[src/rtl/multicycle_controller_if.sv]
// multicycle_controller_if - shared-memory request/ready handshake.
// The controller drives the request side, memory answers with mem_ready.
interface multicycle_controller_if;
  logic mem_req;
  logic mem_write;
  logic mem_ready;

  modport master (
    output mem_req,
    output mem_write,
    input  mem_ready
  );

  modport slave (
    input  mem_req,
    input  mem_write,
    output mem_ready
  );
endinterface

[src/rtl/multicycle_controller.sv]
// multicycle_controller - multi-cycle RV32I control FSM with memory timeout.
// Define CTRL_JUMP_EN to add JAL, JALR and LUI sequencing.
module multicycle_controller #(
  parameter int MEM_TIMEOUT = 16,
  parameter int CNT_W       = 5
) (
  input  logic       clk,
  input  logic       reset,
  input  logic [6:0] opcode,
  input  logic [2:0] funct3,
  input  logic       funct7_5,
  input  logic       zero,
  input  logic       msb,
  input  logic       sltu,
  multicycle_controller_if.master bus,
  output logic       adr_src,
  output logic       ir_write,
  output logic       pc_write,
  output logic       reg_write,
  output logic [1:0] result_src,
  output logic [1:0] alu_src_a,
  output logic [1:0] alu_src_b,
  output logic [2:0] imm_src,
  output logic [3:0] alu_control,
  output logic       trap,
  output logic [1:0] trap_cause
);

  localparam logic [6:0] OP_LD  = 7'b0000011;
  localparam logic [6:0] OP_ST  = 7'b0100011;
  localparam logic [6:0] OP_R   = 7'b0110011;
  localparam logic [6:0] OP_I   = 7'b0010011;
  localparam logic [6:0] OP_BR  = 7'b1100011;
  localparam logic [6:0] OP_JAL = 7'b1101111;

  typedef enum logic [3:0] {
    S_FETCH, S_DECODE, S_MEMADR, S_MEMREAD, S_MEMWB, S_MEMWRITE,
    S_EXECR, S_EXECI, S_ALUWB, S_BRANCH, S_TRAP
`ifdef CTRL_JUMP_EN
    , S_JALRADR, S_JUMP
`endif
  } state_t;

  state_t           state_q, state_d;
  logic [1:0]       cause_q, cause_d;
  logic [CNT_W-1:0] cnt_q;
  logic             tmo;

  logic is_ld, is_st, is_r, is_i, is_br, is_jal;
  assign is_ld  = opcode == OP_LD;
  assign is_st  = opcode == OP_ST;
  assign is_r   = opcode == OP_R;
  assign is_i   = opcode == OP_I;
  assign is_br  = opcode == OP_BR;
  assign is_jal = opcode == OP_JAL;

`ifdef CTRL_JUMP_EN
  logic is_jalr, is_lui;
  assign is_jalr = opcode == 7'b1100111;
  assign is_lui  = opcode == 7'b0110111;
`endif

  // Last waiting cycle before the limit; a late mem_ready still wins.
  assign tmo = (MEM_TIMEOUT != 0) && !bus.mem_ready &&
               (cnt_q == CNT_W'(MEM_TIMEOUT - 1));

  assign trap       = state_q == S_TRAP;
  assign trap_cause = cause_q;

  function automatic logic [3:0] alu_dec(
    input logic [2:0] f3, input logic f7, input logic r
  );
    unique case (f3)
      3'b000:  alu_dec = (r && f7) ? 4'd1 : 4'd0;
      3'b001:  alu_dec = 4'd2;
      3'b010:  alu_dec = 4'd3;
      3'b011:  alu_dec = 4'd4;
      3'b100:  alu_dec = 4'd5;
      3'b101:  alu_dec = f7 ? 4'd7 : 4'd6;
      3'b110:  alu_dec = 4'd8;
      default: alu_dec = 4'd9;
    endcase
  endfunction

  function automatic logic br_taken(
    input logic [2:0] f3, input logic z, input logic m, input logic u
  );
    unique case (f3)
      3'b000:  br_taken = z;
      3'b001:  br_taken = !z;
      3'b100:  br_taken = m;
      3'b101:  br_taken = !m;
      3'b110:  br_taken = u;
      3'b111:  br_taken = !u;
      default: br_taken = 1'b0;
    endcase
  endfunction

  always_ff @(posedge clk) begin
    if (reset) begin
      state_q <= S_FETCH;
      cause_q <= 2'b00;
      cnt_q   <= '0;
    end else begin
      state_q <= state_d;
      if (state_d == S_TRAP && state_q != S_TRAP)
        cause_q <= cause_d;
      if (state_d != state_q)
        cnt_q <= '0;
      else if (bus.mem_req && !bus.mem_ready)
        cnt_q <= cnt_q + CNT_W'(1);
    end
  end

  always_comb begin
    state_d = state_q;
    cause_d = 2'b00;
    unique case (state_q)
      S_FETCH: begin
        if (bus.mem_ready) begin
          state_d = S_DECODE;
        end else if (tmo) begin
          state_d = S_TRAP;
          cause_d = 2'b10;
        end
      end
      S_DECODE: begin
        unique case (1'b1)
          is_ld, is_st: state_d = S_MEMADR;
          is_r:         state_d = S_EXECR;
          is_i:         state_d = S_EXECI;
          is_br:        state_d = S_BRANCH;
`ifdef CTRL_JUMP_EN
          is_jal:       state_d = S_JUMP;
          is_jalr:      state_d = S_JALRADR;
          is_lui:       state_d = S_EXECI;
`endif
          default: begin
            state_d = S_TRAP;
            cause_d = 2'b01;
          end
        endcase
      end
      S_MEMADR: state_d = is_st ? S_MEMWRITE : S_MEMREAD;
      S_MEMREAD, S_MEMWRITE: begin
        if (bus.mem_ready) begin
          state_d = (state_q == S_MEMREAD) ? S_MEMWB : S_FETCH;
        end else if (tmo) begin
          state_d = S_TRAP;
          cause_d = 2'b10;
        end
      end
      S_MEMWB:         state_d = S_FETCH;
      S_EXECR, S_EXECI: state_d = S_ALUWB;
      S_ALUWB:         state_d = S_FETCH;
      S_BRANCH: begin
        if (funct3[2:1] == 2'b01) begin
          state_d = S_TRAP;
          cause_d = 2'b01;
        end else begin
          state_d = S_FETCH;
        end
      end
`ifdef CTRL_JUMP_EN
      S_JALRADR: state_d = S_JUMP;
      S_JUMP:    state_d = S_ALUWB;
`endif
      S_TRAP:    state_d = S_TRAP;
      default:   state_d = S_FETCH;
    endcase
  end

  always_comb begin
    bus.mem_req   = 1'b0;
    bus.mem_write = 1'b0;
    adr_src       = 1'b0;
    ir_write      = 1'b0;
    pc_write      = 1'b0;
    reg_write     = 1'b0;
    result_src    = 2'b00;
    alu_src_a     = 2'b00;
    alu_src_b     = 2'b00;
    imm_src       = 3'b000;
    alu_control   = 4'd0;
    if (!reset) begin
      unique case (state_q)
        S_FETCH: begin
          bus.mem_req = 1'b1;
          ir_write    = bus.mem_ready;
          pc_write    = bus.mem_ready;
          result_src  = 2'b10;
          alu_src_b   = 2'b10;
        end
        S_DECODE: begin
          alu_src_a = 2'b01;
          alu_src_b = 2'b01;
          imm_src   = is_jal ? 3'b011 : 3'b010;
        end
        S_MEMADR: begin
          alu_src_a = 2'b10;
          alu_src_b = 2'b01;
          imm_src   = is_st ? 3'b001 : 3'b000;
        end
        S_MEMREAD: begin
          bus.mem_req = 1'b1;
          adr_src     = 1'b1;
        end
        S_MEMWB: begin
          result_src = 2'b01;
          reg_write  = 1'b1;
        end
        S_MEMWRITE: begin
          bus.mem_req   = 1'b1;
          bus.mem_write = 1'b1;
          adr_src       = 1'b1;
        end
        S_EXECR: begin
          alu_src_a   = 2'b10;
          alu_control = alu_dec(funct3, funct7_5, 1'b1);
        end
        S_EXECI: begin
          alu_src_a   = 2'b10;
          alu_src_b   = 2'b01;
          alu_control = alu_dec(funct3, funct7_5, 1'b0);
`ifdef CTRL_JUMP_EN
          if (is_lui) begin
            alu_src_a   = 2'b11;
            imm_src     = 3'b100;
            alu_control = 4'd0;
          end
`endif
        end
        S_ALUWB: reg_write = 1'b1;
        S_BRANCH: begin
          alu_src_a   = 2'b10;
          alu_control = 4'd1;
          pc_write    = br_taken(funct3, zero, msb, sltu);
        end
`ifdef CTRL_JUMP_EN
        S_JALRADR: begin
          alu_src_a = 2'b10;
          alu_src_b = 2'b01;
        end
        S_JUMP: begin
          pc_write  = 1'b1;
          alu_src_a = 2'b01;
          alu_src_b = 2'b10;
        end
`endif
        default: ;
      endcase
    end
  end

endmodule

[src/flat_wrapper.sv]
// flat-port wrapper written by rule: the top's interface ports become plain ports
module multicycle_controller_flat 
#(
  parameter int MEM_TIMEOUT = 16,
  parameter int CNT_W       = 5
)
  (clk, reset, opcode, funct3, funct7_5, zero, msb, sltu, adr_src, ir_write, pc_write, reg_write, result_src, alu_src_a, alu_src_b, imm_src, alu_control, trap, trap_cause, bus_mem_req, bus_mem_write, bus_mem_ready);
  multicycle_controller_if bus_i ();
  input  logic clk;
  input  logic reset;
  input  logic [6:0] opcode;
  input  logic [2:0] funct3;
  input  logic funct7_5;
  input  logic zero;
  input  logic msb;
  input  logic sltu;
  output logic adr_src;
  output logic ir_write;
  output logic pc_write;
  output logic reg_write;
  output logic [1:0] result_src;
  output logic [1:0] alu_src_a;
  output logic [1:0] alu_src_b;
  output logic [2:0] imm_src;
  output logic [3:0] alu_control;
  output logic trap;
  output logic [1:0] trap_cause;
  output wire logic [$bits(bus_i.mem_req)-1:0] bus_mem_req;
  output wire logic [$bits(bus_i.mem_write)-1:0] bus_mem_write;
  input wire logic [$bits(bus_i.mem_ready)-1:0] bus_mem_ready;
  assign bus_mem_req = bus_i.mem_req;
  assign bus_mem_write = bus_i.mem_write;
  assign bus_i.mem_ready = bus_mem_ready;
  multicycle_controller #(.MEM_TIMEOUT(MEM_TIMEOUT), .CNT_W(CNT_W)) u_core (.clk(clk), .reset(reset), .opcode(opcode), .funct3(funct3), .funct7_5(funct7_5), .zero(zero), .msb(msb), .sltu(sltu), .bus(bus_i), .adr_src(adr_src), .ir_write(ir_write), .pc_write(pc_write), .reg_write(reg_write), .result_src(result_src), .alu_src_a(alu_src_a), .alu_src_b(alu_src_b), .imm_src(imm_src), .alu_control(alu_control), .trap(trap), .trap_cause(trap_cause));
endmodule
[config.mk]
export PLATFORM = sky130hd
export DESIGN_NAME = multicycle_controller_flat
export DESIGN_NICKNAME = d
export VERILOG_FILES = /design/src/rtl/multicycle_controller_if.sv /design/src/rtl/multicycle_controller.sv /design/src/flat_wrapper.sv
export SDC_FILE = /design/constraint.sdc
export NUM_CORES = 1
export LEC_CHECK = 0
export ABC_AREA = 1
export CAP_MARGIN = 10
export CORE_MARGIN = 2
export CORE_UTILIZATION = 40
export DETAILED_ROUTE_END_ITERATION = 12
export PLACE_DENSITY = 0.83
export SLEW_MARGIN = 20
export SYNTH_ARGS = -nofsm -noshare
export SYNTH_HDL_FRONTEND = slang
export SYNTH_SLANG_ARGS = --single-unit
export TNS_END_PERCENT = 5
[constraint.sdc]
create_clock -name clk -period 1.5 [get_ports clk]
set_input_delay 0.225 -clock clk [delete_from_list [all_inputs] [get_ports clk]]
set_output_delay 0.225 -clock clk [all_outputs]
set_load 0.005 [all_outputs]
==> run_results.csv <==
group,metric,value,unit
cts,clock_sinks,11,
synthesis,syn-num-nets,210,
global_routing,grt_pass1_wl,8380,µm
cells_and_area,nFillCells,125,
critical_path,cp.required,1.27,ns
hold_path,worst_hold_startpoint,"u_core.trap_cause[1]",
routing,drtPass1Iterations,6,
cells_and_area,areaGrowthSynthToFinish,111,%
synthesis,syn_inst,191,
cells_and_area,final-seq-area,233,µm²
floorplanning,fp.dieW,56.6,µm
critical_path,r2r_slack,-0.51,ns
power,leakage,1.11,nW
sta,setup_viol,30,
sta,tns,-8.81,ns
placed_design,pre_cts_ws,-0.653,ns
power,powerDensity,1070,nW/µm²
cells_and_area,final_nets,323,
synthesis,yosys_warnings,0,
cts,cts_root_buf,"clkbuf_4",
synthesis,synth_cell_types,29,
global_routing,grt_usage,33.3,%
floorplanning,die_area,3210,µm²
placed_design,place_area,1940,µm²
power,sw_frac_of_total,46.7,%
power,p_sw,1.17,mW
power,p_int,1.33,mW
hold_path,whs_endpoint,"u_core.trap_cause[1]",
cts,cts_tree,"yes",
floorplanning,rows,19,
critical_path,worst-r2r-cell-count,13,
cts,clock_latency,0.29,ns
synthesis,avgSynthCellArea,5.80,µm²
sta,hold_viol_final,0,
global_routing,grt_pass1_vias,1818,
cts,numCtsBuffers,3,
placed_design,gp_congestion,0.923,
critical_path,arrival,1.84,ns
critical_path,worstSetupStartpointType,"flop",
cts,htree_num_levels,1,
placed_design,dp_hpwl,2970,µm
floorplanning,fp.dieH,56.6,µm
floorplanning,top_level_ports,39,
hold_path,min_path_cells,2,
floorplanning,core,2690,µm²
power,ir_drop,0.00121,V
synthesis,synth_area,1110,µm²
critical_path,crit_type,"flop to output port",
floorplanning,initial_utilization,41.3,%
cells_and_area,diodes,0,
routing,routed_wirelength,6770,µm
job,cap_violations,0,
routing,drcViolationCount,0,
critical_path,endpoint_kind,"output port",
routing,wire_per_inst,20.3,µm
sta,finalClockSkew,0.0147,ns
global_routing,antenna_found_initial,0,
routing,detail-route-antenna-nets,0,
synthesis,netlist_top_cells_area,"dfxtp_1 20%, nand2_1 12%, nor2_1 12%",
sta,clock.fmax,0.485,GHz
cts,clk_pin_slew,0.08,ns
cts,clk_path_buf_depth,2,
sta,rsz0062_at_grt,"yes",
sta,finalCritPeriodShare,138,%
placed_design,numPortBuffers,37,
synthesis,synth_top_area_cell,"dfxtp_1",
power,power_frac_seq,16.1,%
synthesis,synth-seq-cells,11,
hold_path,min_path_type,"flop to flop",
cells_and_area,fin_area,2340,µm²
critical_path,r2r-start,"u_core.cnt_q[3]",
cells_and_area,multi_input_area,965,µm²
sta,fin_crit,2.06,ns
global_routing,overflow,0,
routing,vias,2006,
critical_path,r2r_end,"u_core.cnt_q[3]",
sta,setup_ws,-0.563,ns
cells_and_area,drive_gt1_share,55.8,%
run_status,violations,"negative setup slack",
routing,drt-initial-drc-count,204,
sta,final-max-slew-violation-count,0,
power,clockPowerShare,8.7,%
global_routing,grt_max_degree,13,
synthesis,synth_top_area_share,19.9,%
synthesis,yosysSeqAreaShare,19.9,%
critical_path,crit_fanout,4,
routing,vias_per_cell,6.01,
power,comb_power_share,75.2,%
run_status,status,"finished with violations",
## kinds of logic (layout without fill, tap and decap cells)
logic type,count (synthesis),count (layout),synth area share (%)
other,1,1,0.338
DFF,11,11,19.9
and+or+nand+nor,110,110,48.5
AOI/OAI and AO/OA,26,26,12.6
adders and majority gates,2,2,2.26
xor gates and xnor gates,4,4,3.16
buffers and inverters,37,149,13.2
## registers in the layout, summed over array words and instances (netlist names)
| name | cells |
|---|---|
| u_core.trap_cause | 2 |
| u_core.state_q | 4 |
| u_core.cnt_q | 5 |
## routing by layer
layer	GRT usage [%]	up-vias	wire length (µm)
met5	0	-	0
met4	18.0	0	576
met3	9.91	75	749
met2	57.5	193	3100
met1	36.1	906	2350
li1	-	832	-
## critical path, stage by stage (launching register included)
cell and delay, ns:
dfxtp_4 0.37, buf_12 0.13, nor2_4 0.12, inv_4 0.07, buf_4 0.14, nor3_2 0.18
o21ai_1 0.12, a31oi_1 0.25, buf_2 0.17
## power by group through the flow
stage                     logic, mW  clock network [mW]  registers [mW]
final                          1.88               0.218           0.401
after global routing           1.94               0.229           0.402
after detailed placement       1.22                   0           0.379
after global placement         1.19                   0           0.378
after floorplan               0.592                   0           0.388
after CTS                      1.46               0.206           0.388
## synthesized netlist by cell type (all sizes together)
library cell  instances
nand2                41
nor2                 41
inv                  33
nand3                19
dfxtp                11
a21oi                10
o21ai                10
nand4                 5
a31oi                 4
xor2                  3
buf                   2
ha                    2
nor3                  2
clkbuf                1
clkinv                1
conb                  1
nor4                  1
o211ai                1
o31ai                 1
or4                   1
xnor2                 1
## worst max path at each step
stage | startpoint | to | depth (start not counted)
global placement | funct3[2] | pc_write | 10
floorplan | u_core.cnt_q[1] | u_core.cnt_q[0] | 14
finish | u_core.state_q[3] | alu_control[0] | 8
detailed placement | opcode[6] | imm_src[0] | 5
global route | u_core.cnt_q[3] | u_core.cnt_q[3] | 13
CTS | u_core.state_q[3] | imm_src[0] | 7
## cell type report
class	count	area share, %
Inverter	34	5.93
Tap cell	31	1.66
Multi-Input combinational cell	143	41.2
Timing Repair Buffer	111	40.2
Clock buffer	4	1.12
Sequential cell	11	9.93
## stage by stage
stage / cells / hold slack (ns) / power (mW) / util, %
6_report: 334 / 0.465 / 2.50 / 87.2
5_1_grt: 334 / 0.485 / 2.57 / 87.2
3_3_place_gp: 310 / 0.444 / 1.57 / 72.2
2_1_floorplan: 191 / 0.294 / 0.981 / -
4_1_cts: 328 / 0.463 / 2.05 / 80.4
3_5_place_dp: 310 / 0.448 / 1.60 / 72.2
## cells in the final DEF (no fill, tap or decap), types with 6 or more instances in the layout
cell type and count:
buf_4 62, nand2_1 28, inv_1 23, nor2_1 19
clkdlybuf4s50_1 15, nor2_4 11, nor2_2 11, buf_2 10
buf_6 10, nand3_1 9, nand3_2 8, inv_2 7
nand2_2 7, clkdlybuf4s15_2 7, nand2_4 6, o21ai_0 6
## what timing repair did
item / 4_1_cts / 5_1_grt
pin swaps: 14 / 23
setup buffers: 14 / 6
resized for setup: 103 / 44
gates cloned: 0 / 0
hold buffers: 0 / 0
setup endpoints to repair: 27 / 29
(Power assumes the default switching activity.)
